### src/rtl/d_pkg.sv
// Shared constants and types for the Dilithium coefficient multiplier stream.
package d_pkg;
  localparam int unsigned COEF_W     = 23;
  localparam int unsigned MUL_W      = 2 * COEF_W;
  localparam int unsigned PROD_W     = 48;
  localparam int unsigned RED_LAT    = 3;
  localparam int unsigned LAT        = 1 + RED_LAT;
  localparam int unsigned FIFO_DEPTH = 8;
  localparam int unsigned FIFO_W     = COEF_W + 1;

  typedef logic [COEF_W-1:0] coef_t;
  typedef logic [PROD_W-1:0] prod_t;

  localparam coef_t DQ = 23'd8380417;

  // FIFO entry: reduced coefficient plus the stream tag travelling with it.
  typedef struct packed {
    coef_t data;
    logic  last;
  } res_t;
endpackage

### src/rtl/d_modmul_stream_if.sv
// Operand/result handshake bundle; master drives operands and consumes results.
interface d_modmul_stream_if;
  import d_pkg::*;

  logic  in_valid;
  logic  in_ready;
  coef_t in_a;
  coef_t in_b;
  logic  in_last;
  logic  out_valid;
  logic  out_ready;
  coef_t out_data;
  logic  out_last;

  modport master (
    output in_valid, in_a, in_b, in_last, out_ready,
    input  in_ready, out_valid, out_data, out_last
  );

  modport slave (
    input  in_valid, in_a, in_b, in_last, out_ready,
    output in_ready, out_valid, out_data, out_last
  );
endinterface

### src/rtl/D_redu.sv
// Fixed-latency (3 edges), non-stallable reduction of a product below Dq^2 to [0, Dq).
// Uses 2^23 == 2^13 - 1 (mod Dq) to fold high bits down, then one conditional subtract.
module D_redu
  import d_pkg::*;
(
  input  logic  clk,
  input  prod_t data_in,
  output coef_t result
);
  logic [24:0] hi1;
  logic [38:0] s1_d, s1_q;
  logic [15:0] hi2;
  logic [29:0] f2;
  logic [6:0]  hi3;
  logic [23:0] s2_d, s2_q;
  logic        ge;
  coef_t       res_d, res_q;

  // Each fold is x_lo + x_hi*2^13 - x_hi; never negative since x_hi*2^13 >= x_hi.
  always_comb begin
    hi1   = data_in[47:23];
    s1_d  = {16'b0, data_in[22:0]} + {1'b0, hi1, 13'b0} - {14'b0, hi1};
    hi2   = s1_q[38:23];
    f2    = {7'b0, s1_q[22:0]} + {1'b0, hi2, 13'b0} - {14'b0, hi2};
    hi3   = f2[29:23];
    s2_d  = {1'b0, f2[22:0]} + {4'b0, hi3, 13'b0} - {17'b0, hi3};
    ge    = s2_q >= {1'b0, DQ};
    // s2_q < 2*Dq, so after one subtract the value fits in 23 bits.
    res_d = s2_q[22:0] - (ge ? DQ : '0);
  end

  always_ff @(posedge clk) begin
    s1_q  <= s1_d;
    s2_q  <= s2_d;
    res_q <= res_d;
  end

  assign result = res_q;
endmodule

### src/rtl/d_sync_fifo.sv
// Synchronous FIFO, synchronous active-high reset; head is the oldest entry.
// Caller guarantees no push when full and no pop when empty.
module d_sync_fifo #(
  parameter int unsigned WIDTH = 24,
  parameter int unsigned DEPTH = 8
) (
  input  logic                   clk,
  input  logic                   rst,
  input  logic                   push_i,
  input  logic [WIDTH-1:0]       wdat_i,
  input  logic                   pop_i,
  output logic [WIDTH-1:0]       head_o,
  output logic [$clog2(DEPTH):0] count_o
);
  localparam int unsigned AW = $clog2(DEPTH);

  logic [WIDTH-1:0] mem_q [DEPTH];
  logic [AW-1:0]    wr_ptr_q, wr_ptr_d;
  logic [AW-1:0]    rd_ptr_q, rd_ptr_d;
  logic [AW:0]      count_q, count_d;

  always_comb begin
    wr_ptr_d = wr_ptr_q;
    rd_ptr_d = rd_ptr_q;
    count_d  = count_q;
    if (push_i) wr_ptr_d = wr_ptr_q + AW'(1);
    if (pop_i)  rd_ptr_d = rd_ptr_q + AW'(1);
    case ({push_i, pop_i})
      2'b10:   count_d = count_q + (AW+1)'(1);
      2'b01:   count_d = count_q - (AW+1)'(1);
      default: count_d = count_q;
    endcase
  end

  always_ff @(posedge clk) begin
    if (rst) begin
      wr_ptr_q <= '0;
      rd_ptr_q <= '0;
      count_q  <= '0;
    end else begin
      wr_ptr_q <= wr_ptr_d;
      rd_ptr_q <= rd_ptr_d;
      count_q  <= count_d;
    end
  end

  always_ff @(posedge clk) begin
    if (push_i) mem_q[wr_ptr_q] <= wdat_i;
  end

  assign head_o  = mem_q[rd_ptr_q];
  assign count_o = count_q;
endmodule

### src/rtl/d_modmul_stream.sv
// Streaming (a*b) mod Dq: accept -> FIFO write in LAT edges, result visible one cycle later.
// The pipeline never stalls; credit (fifo count + in-flight) gates in_ready so the FIFO cannot overflow.
module d_modmul_stream
  import d_pkg::*;
(
  input  logic             clk,
  input  logic             rst,
  d_modmul_stream_if.slave bus
);
  localparam int unsigned CNT_W = $clog2(FIFO_DEPTH) + 1;
  localparam int unsigned INF_W = $clog2(LAT + 1);
  localparam int unsigned SUM_W = CNT_W + 1;

  logic [LAT-1:0]   valid_q, valid_d;
  logic [LAT-1:0]   last_q, last_d;
  prod_t            prod_q, prod_d;
  logic [MUL_W-1:0] mult;
  coef_t            redu_res;
  res_t             push_dat;
  res_t             fifo_head;
  logic [CNT_W-1:0] fifo_cnt;
  logic [INF_W-1:0] inflight;
  logic [SUM_W-1:0] credit_sum;
  logic             in_ready;
  logic             accept;
  logic             push;
  logic             pop;
  logic             out_valid;

  // Credit comes only from registered state; a pop frees a slot one cycle later.
  always_comb begin
    inflight = '0;
    for (int i = 0; i < LAT; i++) begin
      inflight = inflight + INF_W'(valid_q[i]);
    end
    credit_sum = {1'b0, fifo_cnt} + SUM_W'(inflight);
    in_ready   = credit_sum < SUM_W'(FIFO_DEPTH);
  end

  always_comb begin
    accept  = bus.in_valid & in_ready;
    mult    = MUL_W'(bus.in_a) * MUL_W'(bus.in_b);
    prod_d  = accept ? {{(PROD_W-MUL_W){1'b0}}, mult} : prod_q;
    valid_d = {valid_q[LAT-2:0], accept};
    last_d  = {last_q[LAT-2:0], accept & bus.in_last};
  end

  always_ff @(posedge clk) begin
    if (rst) begin
      valid_q <= '0;
      last_q  <= '0;
    end else begin
      valid_q <= valid_d;
      last_q  <= last_d;
    end
    prod_q <= prod_d;
  end

  D_redu u_redu (
    .clk     (clk),
    .data_in (prod_q),
    .result  (redu_res)
  );

  // The oldest shift-register stage lines up with the reducer output.
  assign push     = valid_q[LAT-1];
  assign push_dat = '{data: redu_res, last: last_q[LAT-1]};

  d_sync_fifo #(
    .WIDTH (FIFO_W),
    .DEPTH (FIFO_DEPTH)
  ) u_fifo (
    .clk     (clk),
    .rst     (rst),
    .push_i  (push),
    .wdat_i  (push_dat),
    .pop_i   (pop),
    .head_o  (fifo_head),
    .count_o (fifo_cnt)
  );

  assign out_valid     = fifo_cnt != '0;
  assign pop           = out_valid & bus.out_ready;

  assign bus.in_ready  = in_ready;
  assign bus.out_valid = out_valid;
  assign bus.out_data  = out_valid ? fifo_head.data : '0;
  assign bus.out_last  = out_valid & fifo_head.last;
endmodule

### src/flat_wrapper.sv
// flat-port wrapper written by rule: the top's interface ports become plain ports
module d_modmul_stream_flat import d_pkg::*;
  (clk, rst, bus_in_valid, bus_in_a, bus_in_b, bus_in_last, bus_out_ready, bus_in_ready, bus_out_valid, bus_out_data, bus_out_last);
  d_modmul_stream_if bus_i ();
  input  logic clk;
  input  logic rst;
  input wire logic [$bits(bus_i.in_valid)-1:0] bus_in_valid;
  input wire logic [$bits(bus_i.in_a)-1:0] bus_in_a;
  input wire logic [$bits(bus_i.in_b)-1:0] bus_in_b;
  input wire logic [$bits(bus_i.in_last)-1:0] bus_in_last;
  input wire logic [$bits(bus_i.out_ready)-1:0] bus_out_ready;
  output wire logic [$bits(bus_i.in_ready)-1:0] bus_in_ready;
  output wire logic [$bits(bus_i.out_valid)-1:0] bus_out_valid;
  output wire logic [$bits(bus_i.out_data)-1:0] bus_out_data;
  output wire logic [$bits(bus_i.out_last)-1:0] bus_out_last;
  assign bus_i.in_valid = bus_in_valid;
  assign bus_i.in_a = bus_in_a;
  assign bus_i.in_b = bus_in_b;
  assign bus_i.in_last = bus_in_last;
  assign bus_i.out_ready = bus_out_ready;
  assign bus_in_ready = bus_i.in_ready;
  assign bus_out_valid = bus_i.out_valid;
  assign bus_out_data = bus_i.out_data;
  assign bus_out_last = bus_i.out_last;
  d_modmul_stream u_core (.clk(clk), .rst(rst), .bus(bus_i));
endmodule
### config.mk
export PLATFORM = sky130hd
export DESIGN_NAME = d_modmul_stream_flat
export DESIGN_NICKNAME = d
export VERILOG_FILES = /design/src/rtl/d_pkg.sv /design/src/rtl/d_modmul_stream_if.sv /design/src/rtl/D_redu.sv /design/src/rtl/d_sync_fifo.sv /design/src/rtl/d_modmul_stream.sv /design/src/flat_wrapper.sv
export SDC_FILE = /design/constraint.sdc
export NUM_CORES = 2
export LEC_CHECK = 0
export CORE_MARGIN = 3
export CORE_UTILIZATION = 45
export DETAILED_ROUTE_END_ITERATION = 8
export SYNTH_ARGS = -nofsm -noshare
export SYNTH_HDL_FRONTEND = slang
export SYNTH_SLANG_ARGS = --single-unit
### constraint.sdc
create_clock -name clk -period 12.85 [get_ports clk]
set_clock_uncertainty 0.1 [all_clocks]
set_input_delay 1.9275 -clock clk [delete_from_list [all_inputs] [get_ports clk]]
set_output_delay 1.9275 -clock clk [all_outputs]
set_load 0.01 [all_outputs]
==> flow_summary_export.csv <==
group,metric,value,unit
run_status,status,"finished clean",
synth,synth_seq_cells,345,
grt,grt_first_pass_wirelength,128000,um
critical_path,slowest_delay,1.18,ns
critical_path,slowest_stage,"clkdlybuf4s50_1",
final_layout,final_core_util,50.2,%
final_layout,drive_above_1_share,5.32,%
routing,wl_per_cell,17.8,um
routing,drc,0,
final_layout,multiInputGateArea,0.0224,mm2
synth,synth_seq_area_share,26.9,%
final_layout,final_cell_area,0.0377,mm2
critical_path,worst-endpoint-required,13.03,ns
floorplan,core_area,0.0752,mm2
critical_path,cp-start-kind,"primary input",
timing,rsz0062_at_grt,"false",
timing,fin_tns_setup,0,ns
critical_path,crit_path_end_kind,"flop",
placement,placed_cell_area,0.0364,mm2
synth,synthCells,3348,
synth,ys_warn_count,0,
floorplan,die_area,0.0801,mm2
timing,finalSetupViolations,0,
timing,max_slew_margin,19.6,%
clock_network,tritoncts,"done",
synth,syn_nets,4155,
clock_network,clk_pin_slew,0.06,ns
floorplan,die_x,283,um
critical_path,critPathMostFrequentCell,"fa_1",
synth,synthFlopType,"edfxtp_1",
clock_network,cts_root_buf,"clkbuf_16",
critical_path,arrival,9.56,ns
floorplan,rows,100,
final_layout,diodes,0,
placement,place_congestion,0.850,
synth,ys_types,83,
placement,dp_hpwl,60700,um
hold_path,hp-class,"reg2reg",
grt,grt_max_degree,49,
timing,fin_crit_sh,73.0,%
timing,tightest_slew,1.20,ns
clock_network,clockBufferDepth,3,
final_layout,num-nets-final,4184,
timing,clock.fmax,107,MHz
clock_network,postCtsSetupBuffers,0,
timing,slew_viol_final,0,
timing,finalHoldViolCount,0,
clock_network,clkSinkCount,345,
clock_network,ctsHoldBuffers,0,
grt,globalRoute.totalOverflow,0,
routing,via_count,22700,
routing,routed_wl,79000,um
clock_network,cts_resized,0,
grt,grtUsageTotal,20.0,%
synth,syn_area_per_cell,10.3,um2
routing,dr.pass1.iters,5,
routing,drt-initial-drc-count,1097,
timing,layout_setup_ws,3.47,ns
final_layout,area_growth,9.17,%
synth,synth-edff-count,238,
floorplan,start_util,45.9,%
placement,place.port_buffers,76,
synth,synth_area,0.0346,mm2
synth,async_reset_ff_share,0,%
routing,via_per_inst,5.12,
grt,antenna_found_initial,1,
critical_path,crit_fanout,23,
grt,grt_pass1_vias,23600,
clock_network,worst_skew_pair.late_latency,0.54,ns
timing,min_period,9.38,ns
final_layout,nFillCells,6928,
clock_network,numCtsBuffers,36,
routing,ant_nets,0,
final_layout,regArea,0.00929,mm2
clock_network,h-tree-depth,2,
floorplan,die_h,283,um
critical_path,critical_path_class,"in2reg",
floorplan,num_io_pins,77,
run,maxCapViolCount,0,
placement,place_ws,2.96,ns
## metrics by stage
stage	std cells	hold WS, ns
global placement	4359	0.326
floorplan	3348	0.314
finish	4425	0.339
detailed placement	4359	0.335
global route	4425	0.376
CTS	4425	0.349
## critical path, delay by kind of cell
kind | cells | cell delay, ns
buf+inv | 6 | 1.43
compound gates | 8 | 1.99
simple gates | 3 | 0.35
fa+ha+maj | 8 | 3.81
## worst paths after layout
check                           endpoint              startpoint  cells after the start  slack [ns]
hold reg to reg         u_core.last_q[2]        u_core.last_q[1]                      1        0.34
setup / recovery       u_core.prod_q[43]             bus_in_b[5]                     25        3.47
setup reg to reg  u_core.u_redu.s2_q[23]  u_core.u_redu.s1_q[24]                     26        6.07
hold / removal          u_core.last_q[2]        u_core.last_q[1]                      1        0.34
## registers in the layout (all words and copies together), names as in the netlist, named ones only
signal and count:
u_core.u_fifo.wr_ptr_q 3, u_core.u_redu.result 23, u_core.u_fifo.rd_ptr_q 3, u_core.valid_q 4, u_core.last_q 4, u_core.u_redu.s2_q 24
u_core.prod_q 46, u_core.u_fifo.count_o 4, u_core.u_redu.s1_q 39, u_core.u_fifo.mem_q 192
## per-layer routing
| layer | track usage, % | vias up | share of wire, % |
|---|---|---|---|
| met5 | 0 | - | 0.016 |
| met4 | 6.45 | 2 | 3.0 |
| met3 | 2.11 | 122 | 3.3 |
| met2 | 36.6 | 400 | 52 |
| met1 | 24.7 | 11300 | 41 |
| li1 | - | 10800 | - |
## kinds of logic after synthesis
family	share of synthesized area, %
buffers and inverters	8.25
adders and majority gates	37.1
and+or+nand+nor	12.8
xor gates and xnor gates	4.18
muxes	3.95
DFF	26.9
AOI/OAI and AO/OA	6.88
## area by class of cell
cell class | count | area share [%]
repair buffers | 113 | 2.75
multi-input cells | 2244 | 59.5
clock buffers | 48 | 2.75
clock inverters | 18 | 0.634
inverters | 637 | 6.34
flip-flops and latches | 345 | 24.6
well taps | 1020 | 3.38
## cells in the final DEF (no fill, tap or decap), types with 101 or more instances in the layout
cell type and n:
inv_1 637, edfxtp_1 238, fa_1 447, a21oi_1 106
nor2_1 101, nand2_1 370, and2_1 239, ha_1 309
dfxtp_1 105, xnor2_1 116
## synthesized netlist by cell type (11+ instances only)
cell	instances	area (um2)
a211oi_1	11	82.6
a21o_1	66	495
a21oi_1	106	531
a31oi_1	13	81.3
and2_1	240	1500
and3_1	17	106
clkbuf_1	112	420
dfxtp_1	107	2140
edfxtp_1	238	7150
fa_1	447	8950
ha_1	309	3870
inv_1	637	2390
mux2i_1	26	260
mux4_2	48	1080
nand2_1	370	1390
nand2b_1	20	125
nand3_1	29	145
nor2_1	107	402
nor2b_1	29	181
nor3_1	32	160
o21a_1	18	135
o21ai_0	48	240
o21bai_1	15	113
xnor2_1	116	1020
xor2_1	49	429
Power is left out: the tool's default activity adds up to more than one toggle a clock period on the data nets, which glitch-free logic cannot reach.
